$ cat config.mk
export PLATFORM = sky130hd
export DESIGN_NAME = modport_counter
export DESIGN_NICKNAME = d
export VERILOG_FILES = /design/src/rtl/modport_pkg.sv /design/src/rtl/modport_step_cmp.sv /design/src/rtl/modport_counter.sv
export SDC_FILE = /design/constraint.sdc
export NUM_CORES = 1
export LEC_CHECK = 0
export BUFFER_PORTS_ARGS = -buffer_cell sky130_fd_sc_hd__clkbuf_2
export CELL_PAD_IN_SITES_DETAIL_PLACEMENT = 1
export CELL_PAD_IN_SITES_GLOBAL_PLACEMENT = 2
export CORE_UTILIZATION = 28
export CTS_CLUSTER_SIZE = 10
export DETAILED_ROUTE_END_ITERATION = 10
export GPL_TIMING_DRIVEN = 0
export PLACE_DENSITY_LB_ADDON = 0.3
export REMOVE_ABC_BUFFERS = 1
export SLEW_MARGIN = 0
export SYNTH_ARGS = -nofsm -noshare
export SYNTH_HDL_FRONTEND = slang
export SYNTH_HIERARCHICAL = 1
export SYNTH_SLANG_ARGS = --single-unit
$ cat constraint.sdc
create_clock -name clk -period 1.6 [get_ports clk]
set_input_delay 0.24 -clock clk [delete_from_list [all_inputs] [get_ports clk]]
set_output_delay 0.24 -clock clk [all_outputs]
set_load 0.02 [all_outputs]
$ cat src/rtl/modport_pkg.sv
// Shared types and result encodings for the sample-stream step checker.
package modport_pkg;

   typedef enum logic {
      EMPTY = 1'b0,
      TRACK = 1'b1
   } state_t;

   localparam int unsigned INCR_BIT = 2;
   localparam int unsigned DECR_BIT = 1;
   localparam int unsigned ERR_BIT  = 0;

   localparam logic [2:0] RES_NONE = 3'b000;
   localparam logic [2:0] RES_INCR = 3'b100;
   localparam logic [2:0] RES_DECR = 3'b010;
   localparam logic [2:0] RES_ERR  = 3'b001;

endpackage

$ cat src/rtl/modport_step_cmp.sv
// Combinational step classifier: compares a new sample against the held reference.
module modport_step_cmp
   import modport_pkg::*;
#(
   parameter int unsigned MAX_VAL = 15,
   parameter bit          WRAP_EN = 1'b0
) (
   input  logic [3:0] prev,
   input  logic [3:0] in,
   output logic [2:0] res
);

   localparam logic [4:0] MAX5 = 5'(MAX_VAL);

   logic [4:0] prev5;
   logic [4:0] in5;

   // 5-bit operands keep prev+1 from wrapping back onto 0
   assign prev5 = {1'b0, prev};
   assign in5   = {1'b0, in};

   always_comb begin
      res = RES_ERR;
      if (in5 > MAX5)
         res = RES_ERR;
      else if ((prev5 < MAX5) && (in5 == prev5 + 5'd1))
         res = RES_INCR;
      else if ((prev5 > 5'd0) && (in5 == prev5 - 5'd1))
         res = RES_DECR;
      else if (WRAP_EN && (prev5 == MAX5) && (in5 == 5'd0))
         res = RES_INCR;
      else if (WRAP_EN && (prev5 == 5'd0) && (in5 == MAX5))
         res = RES_DECR;
      else if (in5 == prev5)
         res = RES_NONE;
   end

endmodule

$ cat src/rtl/modport_counter.sv
// Sample-stream step checker: flags +1 / -1 / illegal jumps one cycle after each valid sample.
module modport_counter
   import modport_pkg::*;
#(
   parameter int unsigned MAX_VAL = 15,
   parameter bit          WRAP_EN = 1'b0
) (
   input  logic       clk,
   input  logic       rst,
   input  logic [3:0] in,
   input  logic       valid,
   output logic [2:0] incr_decr_error
);

   localparam logic [4:0] MAX5 = 5'(MAX_VAL);

   state_t     state, state_nxt;
   logic [3:0] prev, prev_nxt;
   logic [2:0] flags_nxt;
   logic [2:0] cmp_res;
   logic       legal;

   modport_step_cmp #(
      .MAX_VAL (MAX_VAL),
      .WRAP_EN (WRAP_EN)
   ) u_cmp (
      .prev (prev),
      .in   (in),
      .res  (cmp_res)
   );

   assign legal = ({1'b0, in} <= MAX5);

   always_comb begin
      state_nxt = state;
      prev_nxt  = prev;
      flags_nxt = RES_NONE;
      if (valid) begin
         case (state)
            EMPTY: begin
               if (legal) begin
                  prev_nxt  = in;
                  state_nxt = TRACK;
               end else begin
                  flags_nxt = RES_ERR;
               end
            end
            TRACK: begin
               flags_nxt = cmp_res;
               if (legal)
                  prev_nxt = in;
            end
            default: state_nxt = EMPTY;
         endcase
      end
   end

   always_ff @(posedge clk) begin
      if (rst) begin
         state           <= EMPTY;
         prev            <= '0;
         incr_decr_error <= RES_NONE;
      end else begin
         state           <= state_nxt;
         prev            <= prev_nxt;
         incr_decr_error <= flags_nxt;
      end
   end

endmodule

Word-level counts from Yosys, hierarchy flattened --
Cells that the tools add are included.
Storage, ports and cells: bits of input ports 7, register bits after elaboration 8, output and inout bits 3
Cells by class: $add $sub $neg 2, reduce and logical (&&, ||, !) cells 3, equality and inequality tests 3, bitwise logic cells 2, multiplexer cells 5, order comparisons 3
Operators with widths (count):
- 4-bit by 5-bit == test with 1-bit output | 2
- 3-bit 2-to-1 mux | 3
- 3-bit case mux with 2 select lines | 1
- 4-bit by 1-bit adder with 5-bit output (second input constant) | 1
- 4-bit by 1-bit subtractor with 5-bit output (second input constant) | 1
- 4-bit == test | 1
- 4-bit by 1-bit greater-than comparator with 1-bit output (second input constant) | 1
- 4-bit greater-than comparator (second input constant) | 1
- 4-bit less-than comparator (second input constant) | 1
- 1-bit logical AND | 2
- 1-bit NOT | 2
- 2-bit OR reduction | 1
- 1-bit 2-to-1 mux | 1

Logic depth before layout (Yosys ltp) --
Gate-level depths: netlist of run 1.
word-level depth 7, gate-level depth with buffers 7, depth with buffers taken out 7

Modules after synthesis --
The synthesis of run 1 kept the hierarchy.
By module, submodules not included:
- modport_counter | area an instance 261.5 µm², seq. area each 160.2 µm², times used 1, cells an instance 23
- modport_step_cmp | area an instance 250.2 µm², seq. area each 0.0 µm², times used 1, cells an instance 27

Least setup slack after synthesis of run 1 --
No wires, ideal clock.
path type flip-flop to flip-flop, from reg prev[0], to reg incr_decr_error[0], arrival time 1520 ps, setup slack -35 ps, cell stages (with the launch flop) 8, period minus slack after synthesis 1635 ps, cells stage by stage dfxtp_1 inv_1 ha_1 xor2_1 nand2_1 a2111oi_4 nor3_2 and2_1
On the way: longest elaborated chain between the ends 7, elaborated cells between the ends (all ways) 14, those cells by class 2 x add/sub; 2 x order compare; 3 x eq/ne; 5 x mux; 2 x reduce/logical
RTL lines:
- start, declared | RTL line modport_counter.sv:18 | logic [3:0] prev, prev_nxt;
- start signal, assigned | RTL line modport_counter.sv:65 | prev <= prev_nxt;
- 4-bit by 1-bit subtractor with 5-bit output | RTL line modport_step_cmp.sv:28 | else if ((prev5 > 5'd0) && (in5 == prev5 - 5'd1))
- 4-bit by 5-bit == test with 1-bit output | RTL line modport_step_cmp.sv:28
- 1-bit logical AND | RTL line modport_step_cmp.sv:28
- 3-bit 2-to-1 mux | RTL line modport_step_cmp.sv:28
- 3-bit 2-to-1 mux (*) | RTL line modport_step_cmp.sv:26 | else if ((prev5 < MAX5) && (in5 == prev5 + 5'd1))
- 3-bit 2-to-1 mux (*) | RTL line modport_step_cmp.sv:24 | if (in5 > MAX5)
- via cmp_res[0] | RTL line modport_counter.sv:20 | logic [2:0] cmp_res;
- 3-bit case mux with 2 select lines (*) | RTL line modport_counter.sv:39 | case (state)
- end signal, assigned | RTL line modport_counter.sv:66 | incr_decr_error <= flags_nxt;
- end, declared | RTL line modport_counter.sv:12 | output logic [2:0] incr_decr_error
The timed path passes the listed nets; every way through them passes the cells marked *. A chain may end at the register's enable or synchronous reset.

Worst setup path in the final report of run 1 --
Ends and elaborated chain as after synthesis.

==> results of run 1 <==
area by class of cell:
cell class                      count  area share, %
Timing Repair Buffer               11          9.524
Inverter                            2          1.587
Multi-Input combinational cell     37          53.77
Tap cell                           25          4.960
Sequential cell                     8          26.59
Clock buffer                        3          3.571
final timing paths:
path	end	slack (ns)	cells after the start
worst max-delay path	incr_decr_error[0]$_SDFF_PP0_	-0.02	7
worst min-delay path	prev[0]$_SDFFE_PP0P_	0.23	2
worst max register to register	incr_decr_error[0]$_SDFF_PP0_	-0.02	7
worst min register to register	state$_SDFFE_PP0P_	0.46	2
routing by layer:
layer,up-vias,global-route usage [%]
met3,0,6.000
met4,0,3.636
met2,9,16.47
met1,172,10.76
met5,-,0
li1,192,-
per-stage QoR:
| stage | setup slack [ns] | std cells | utilization, % |
|---|---|---|---|
| after global routing | -0.1117 | 86 | 36.52 |
| final | -0.02180 | 86 | 36.52 |
| after CTS | 0.001888 | 84 | 34.06 |
| after floorplan | -0.03517 | 47 | - |
| after detailed placement | -0.2218 | 81 | 32.46 |
| after global placement | -0.1938 | 81 | 32.46 |
cell usage in the layout (no fill, tap or decap):
cell       netlist  final
clkbuf_2         0      9
nor2_1           6      6
dfxtp_1          8      6
mux2i_1          4      4
xor2_1           5      4
and2_1           3      3
clkbuf_4         0      3
xnor2_1          3      3
dfxtp_4          0      2
nor3_2           2      2
buf_4            0      2
and3b_1          1      1
inv_1            2      1
inv_4            0      1
xor2_2           0      1
xnor2_2          1      1
nand3_1          1      1
nand3b_1         1      1
nand4bb_1        1      1
o211ai_1         1      1
and4b_1          1      1
nor4b_1          1      1
nand2_2          0      1
o21bai_1         1      1
a31oi_1          1      1
a2111oi_4        1      1
ha_4             0      1
ha_1             2      1
cell usage after synthesis (all sizes together):
master / n
a31oi: 1
nand3: 1
nor2: 6
ha: 2
and3b: 1
xor2: 5
nor3: 2
buf: 3
nand2: 1
and2: 3
nor4b: 1
and4b: 1
nand4bb: 1
xnor2: 4
o21bai: 1
dfxtp: 8
mux2i: 4
o211ai: 1
a2111oi: 1
inv: 2
nand3b: 1
registers in the layout, indices dropped and copies added, names as in the netlist:
signal           count
incr_decr_error      3
prev                 4
state                1
power groups by stage:
stage / combinational [mW] / clock [mW] / sequential [mW]
floorplan: 0.0726 / 0 / 0.225
global placement: 0.101 / 0 / 0.227
detailed placement: 0.102 / 0 / 0.226
CTS: 0.102 / 0.161 / 0.222
global route: 0.131 / 0.173 / 0.222
finish: 0.118 / 0.148 / 0.221
worst max-delay path, stage by stage (launching register included):
cell and delay (ns):
dfxtp_4 0.39, inv_4 0.04, ha_4 0.23, xor2_2 0.19
nand2_2 0.09, a2111oi_4 0.37, nor3_2 0.06, and2_1 0.14
cell families (layout without fill, tap and decap cells):
logic type | Yosys count | in the layout | synth area share, %
XOR/XNOR | 9 | 9 | 16.87
adder cells (fa/ha/maj) | 2 | 2 | 4.889
AO/OA/AOI/OAI | 4 | 4 | 9.538
AND/OR/NAND/NOR | 18 | 18 | 22.74
buffers and inverters | 5 | 16 | 6.845
multiplexers | 4 | 4 | 7.824
flip-flops | 8 | 8 | 31.30
what timing repair did:
action / CTS / global route
hold endpoints to repair: 0 / 0
buffers inserted: 0 / 2
gates resized for setup: 3 / 6
pin swaps: 1 / 3
setup endpoints to repair: 2 / 2
cloned: 0 / 0
==> impl_metrics.ini, run 1 <==
[finish]
drive_gt1_share_pct = 39.34
design_area_um2 = 630.6
multi_input_area_um2 = 339.1
num-nets-final = 72
syn_to_final_growth_pct = 23.23
fillers = 210
seqCellArea_um2 = 167.7
antenna_cells = 0

[power_and_ir_drop]
p_int_mw = 0.3524
p_leak_nw = 0.2682
power.density_mw_per_mm2 = 772.5
pwr-share-comb_pct = 24.2
seqPwrFrac_pct = 45.4
vdd_drop_max_mv = 0.5938
clkPwrFrac_pct = 30.4
p_sw_mw = 0.1347
total_power_mw = 0.4871
p_sw_share_pct = 27.66

[drt]
first_pass_iters = 3
totalWireLength_um = 910
drc = 0
vias = 373
drt-met1-wl_um = 409
avgViaCountPerCell = 4.337
drt_iter0_markers = 1
detail-route-antenna-nets = 0
dr_wl_met2_um = 451
top_layer = met3
drt-wirelength-per-cell_um = 10.58
routed-wl-met3_um = 50

[sta]
post-route-min-period_ns = 1.622
hold_ws_ns = 0.2253
max_freq_ghz = 0.6166
clock_skew_ns = 0.001191
max_slew.worst_pin.slew_ns = 0.3836
period_share_pct = 101.4
max_slew_margin_pct = 74.39
hold_viol_final = 0
tns_ns = -0.02180
slew_viol_final = 0
postLayoutSetupSlackWorst_ns = -0.02180
rsz0062_at_grt = true
finalSetupViolations = 1

[logic_synthesis]
yosysWarningCount = 6
synth_top_area_cell = dfxtp_1
synth_top_area_share_pct = 31.30
synthCells = 50
synth_area_leaders = dfxtp_1 (31%), xor2_1 (8.6%), mux2i_1 (7.8%), a2111oi_4 (5.4%), xnor2_1 (5.1%)
netlist_area_um2 = 511.7
ys_seq_area_share_pct = 31.30
synthDistinctLibCells = 23
syn_avg_cell_area_um2 = 10.23
ys_ff_latch = 8

[die]
die_x_um = 44.75
io_pins = 10
dieArea_mm2 = 0.002003
design.core.area_mm2 = 0.001727
initial_core_util_pct = 29.64
rows = 15
die_h_um = 44.75

[global_route]
grt_max_degree = 10
gr-usage-all-layers_pct = 10.09
grt_pass1_vias = 349
antenna_found_initial = 0
grt-ovfl-total = 0
grt_pass1_wl_mm = 1.414

[cts]
cts_tree = done
clk_pin_slew_ns = 0.05
hold_buffers = 0
clk_path_buf_depth = 2
cts_buffers = 3
clk_latency_ns = 0.25
ctsRootBufferMaster = clkbuf_4
htreeDepth = 1
clock-sinks = 8

[critical_path]
worstPathRequired_ns = 1.74
path_class = flip-flop to flip-flop
end_kind = flip-flop
r2r-start = prev[0]$_SDFFE_PP0P_
start_kind = flip-flop
cp-startpoint = prev[0]$_SDFFE_PP0P_
cp_max_fo = 6
arrival_ns = 1.76

[run_status]
violations = setup timing
status = finished, violations left

[place]
hpwlAfterDp_um = 690.8
gp_congestion = 0.6510
port-buffer-count = 9
placed_area_um2 = 560.5

[worst_hold_path]
hold_class = input pin to flip-flop
hold_start = rst

[run]
cap_violations = 0
No activity file was read; power rests on OpenSTA's default activity.
==> run 2, diff against run 1 <==
Settings changed: CORE_UTILIZATION 28 to 27, SYNTH_HIERARCHICAL 1 to default.
==> run 2 against run 1 <==
Against the previous run: the flow finishes with violations (DRC); final area rose by 6.9%; sequential cell count unchanged; worst hold slack better by 0.015 ns; sequential share of layout area shrank 1.7 points; clock skew about the same; die area shrank 3.5%; combinational power increased by 16%; critical path type unchanged; largest power group unchanged.
==> impl_metrics.ini, run 2 <==
[power_and_ir_drop]
clkPwrFrac_pct = 29.6
power.density_mw_per_mm2 = 753.0
p_leak_nw = 0.2724
vdd_drop_max_mv = 0.4313
p_int_mw = 0.3587
p_sw_mw = 0.1491
total_power_mw = 0.5078
p_sw_share_pct = 29.36
seqPwrFrac_pct = 43.4
pwr-share-comb_pct = 27.1

[worst_hold_path]
hold_class = input pin to flip-flop
min_delay_path_depth = 2
worstHoldEndpoint = prev[1]$_SDFFE_PP0P_
hold_start = rst

[finish]
layout.cells.non_filler = 80
syn_to_final_growth_pct = 41.84
num-nets-final = 75
final_common_cell = clkbuf_2
fillers = 189
antenna_cells = 0
largest_reg_flops = 4
drive_gt1_share_pct = 48.44
final_cell_mix = clkbuf_2 (9), nor2_1 (7), dfxtp_1 (6)
top_register = prev
reg_top3 = prev x4, incr_decr_error x3, state x1
seqCellArea_um2 = 167.7
multi_input_area_um2 = 375.4

[cts]
clk_latency_ns = 0.25
clk_path_buf_depth = 2
clock-sinks = 8
cts_buffers = 3
clk_pin_slew_ns = 0.05
hold_buffers = 0
htreeDepth = 1
cts_tree = done
ctsRootBufferMaster = clkbuf_4

[logic_synthesis]
ys.flop_type = dfxtp_1
synth_top_family_by_area = simple AND/OR/NAND/NOR gates
synthTopCellsByCount = dfxtp_1 (8), nor2_1 (7), xor2_1 (5), mux2i_1 (4)
synth_area_leaders = dfxtp_1 (34%), xor2_1 (9.2%), mux2i_1 (8.4%), a2111oi_2 (6.3%), nor2_1 (5.5%)
synth.most_common_cell = dfxtp_1
synth-edff-count = 0
synth_top_area_share_pct = 33.68
synthSimpleGateAreaFrac_pct = 19.47
netlist_area_um2 = 475.5
synth_top_area_cell = dfxtp_1
synthMuxAreaShare_pct = 8.421
synthXorXnorAreaFrac_pct = 18.16
yosysWarningCount = 0
ys_seq_area_share_pct = 33.68
ys_ff_latch = 8
synthDistinctLibCells = 24
synthAdderAreaFrac_pct = 5.263
syn_avg_cell_area_um2 = 9.509
synthArstFlopShare_pct = 0
synthCells = 50
synth_compound_area_share_pct = 10.79

[critical_path]
end_kind = flip-flop
r2r-start = prev[1]$_SDFFE_PP0P_
arrival_ns = 1.75
worstPathRequired_ns = 1.79
path_class = flip-flop to flip-flop
cp-startpoint = prev[1]$_SDFFE_PP0P_
rr_worst_depth = 6
cp_max_fo = 4
regToRegSetupSlack_ns = 0.04
start_kind = flip-flop
timing.rr.end = incr_decr_error[2]$_SDFF_PP0_

[global_route]
grt_max_degree = 9
gr-usage-all-layers_pct = 12.40
grt_pass1_vias = 351
antenna_found_initial = 0
grt-ovfl-total = 0
grt_pass1_wl_mm = 1.593

[sta]
rsz0062_at_grt = true
slew_viol_final = 0
hold_viol_final = 0
max_slew.worst_pin.slew_ns = 0.3614
period_share_pct = 97.57
postLayoutSetupSlackWorst_ns = 0.03895
max_slew_margin_pct = 75.57
max_freq_ghz = 0.6406
post-route-min-period_ns = 1.561
finalSetupViolations = 0
tns_ns = 0
clock_skew_ns = 0.001399

[die]
dieArea_mm2 = 0.001933
die_x_um = 43.97
die_h_um = 43.97
initial_core_util_pct = 30.16
rows = 14
io_pins = 10
design.core.area_mm2 = 0.001577

[drt]
first_pass_iters = 7
totalWireLength_mm = 1.057
detail-route-antenna-nets = 0
avgViaCountPerCell = 4.913
drc = 1
drt_iter0_markers = 2
vias = 393
drt-wirelength-per-cell_um = 13.21

[place]
hpwlAfterDp_um = 728.1
port-buffer-count = 9
dp_slack_ns = -0.2007
dp_cells = 73
gp_congestion = 0.7038

[run_status]
violations = DRC
status = finished, violations left

[run]
cap_violations = 0
run 2: layer usage:
layer  wire length [um]  part of all wire (%)  global-route usage, %
met5                  0                     0                      0
met4                  0                     0                  7.273
met3                 30                   2.8                  6.250
met2                540                    51                  18.81
met1                486                    46                  13.96
run 2: cell type report:
cell class	count	area share (%)
clock buffer	3	3.340
inverter	3	2.041
multi-input combinational	37	55.66
sequential	8	24.86
tap	16	2.968
timing repair buffer	13	11.13
run 2: timing repair:
action,4_1_cts,5_1_grt
buffers inserted,0,4
pin swaps,2,4
setup endpoints to repair,3,3
gates cloned,0,0
resized for setup,6,12
run 2: worst max path at each step:
stage / depth (start not counted) / slack, ns / endpoint
after CTS: 6 / 0.02 / incr_decr_error[2]$_SDFF_PP0_
after global placement: 6 / -0.18 / incr_decr_error[1]$_SDFF_PP0_
after detailed placement: 6 / -0.20 / incr_decr_error[1]$_SDFF_PP0_
final: 6 / 0.04 / incr_decr_error[2]$_SDFF_PP0_
after floorplan: 6 / -0.03 / incr_decr_error[1]$_SDFF_PP0_
after global routing: 6 / -0.04 / incr_decr_error[2]$_SDFF_PP0_
run 2: worst max-delay path: stages, from the launching register on:
cell	delay, ns
dfxtp_4	0.38
inv_4	0.04
ha_4	0.23
xnor2_2	0.18
nand2_2	0.09
a2111oi_4	0.36
and4b_1	0.23
run 2: logic make-up after synthesis:
logic type	after synthesis
fa+ha+maj	2
simple gates	17
xor+xnor	9
buf+inv	5
flops	8
mux	4
compound gates	5
run 2: power groups by stage:
stage	logic [mW]	registers (mW)	clock network (mW)
after global routing	0.149	0.221	0.170
after CTS	0.111	0.221	0.164
final	0.137	0.220	0.150
after floorplan	0.0675	0.224	0
after detailed placement	0.0975	0.225	0
after global placement	0.0954	0.225	0
run 2: metrics by stage:
stage / util [%] / hold WS, ns / area, um^2
floorplan: - / 0.3124 / 466.7
global placement: 33.73 / 0.4744 / 531.8
detailed placement: 33.73 / 0.4842 / 531.8
CTS: 37.38 / 0.2344 / 589.3
global route: 42.78 / 0.2570 / 674.4
finish: 42.78 / 0.2407 / 674.4
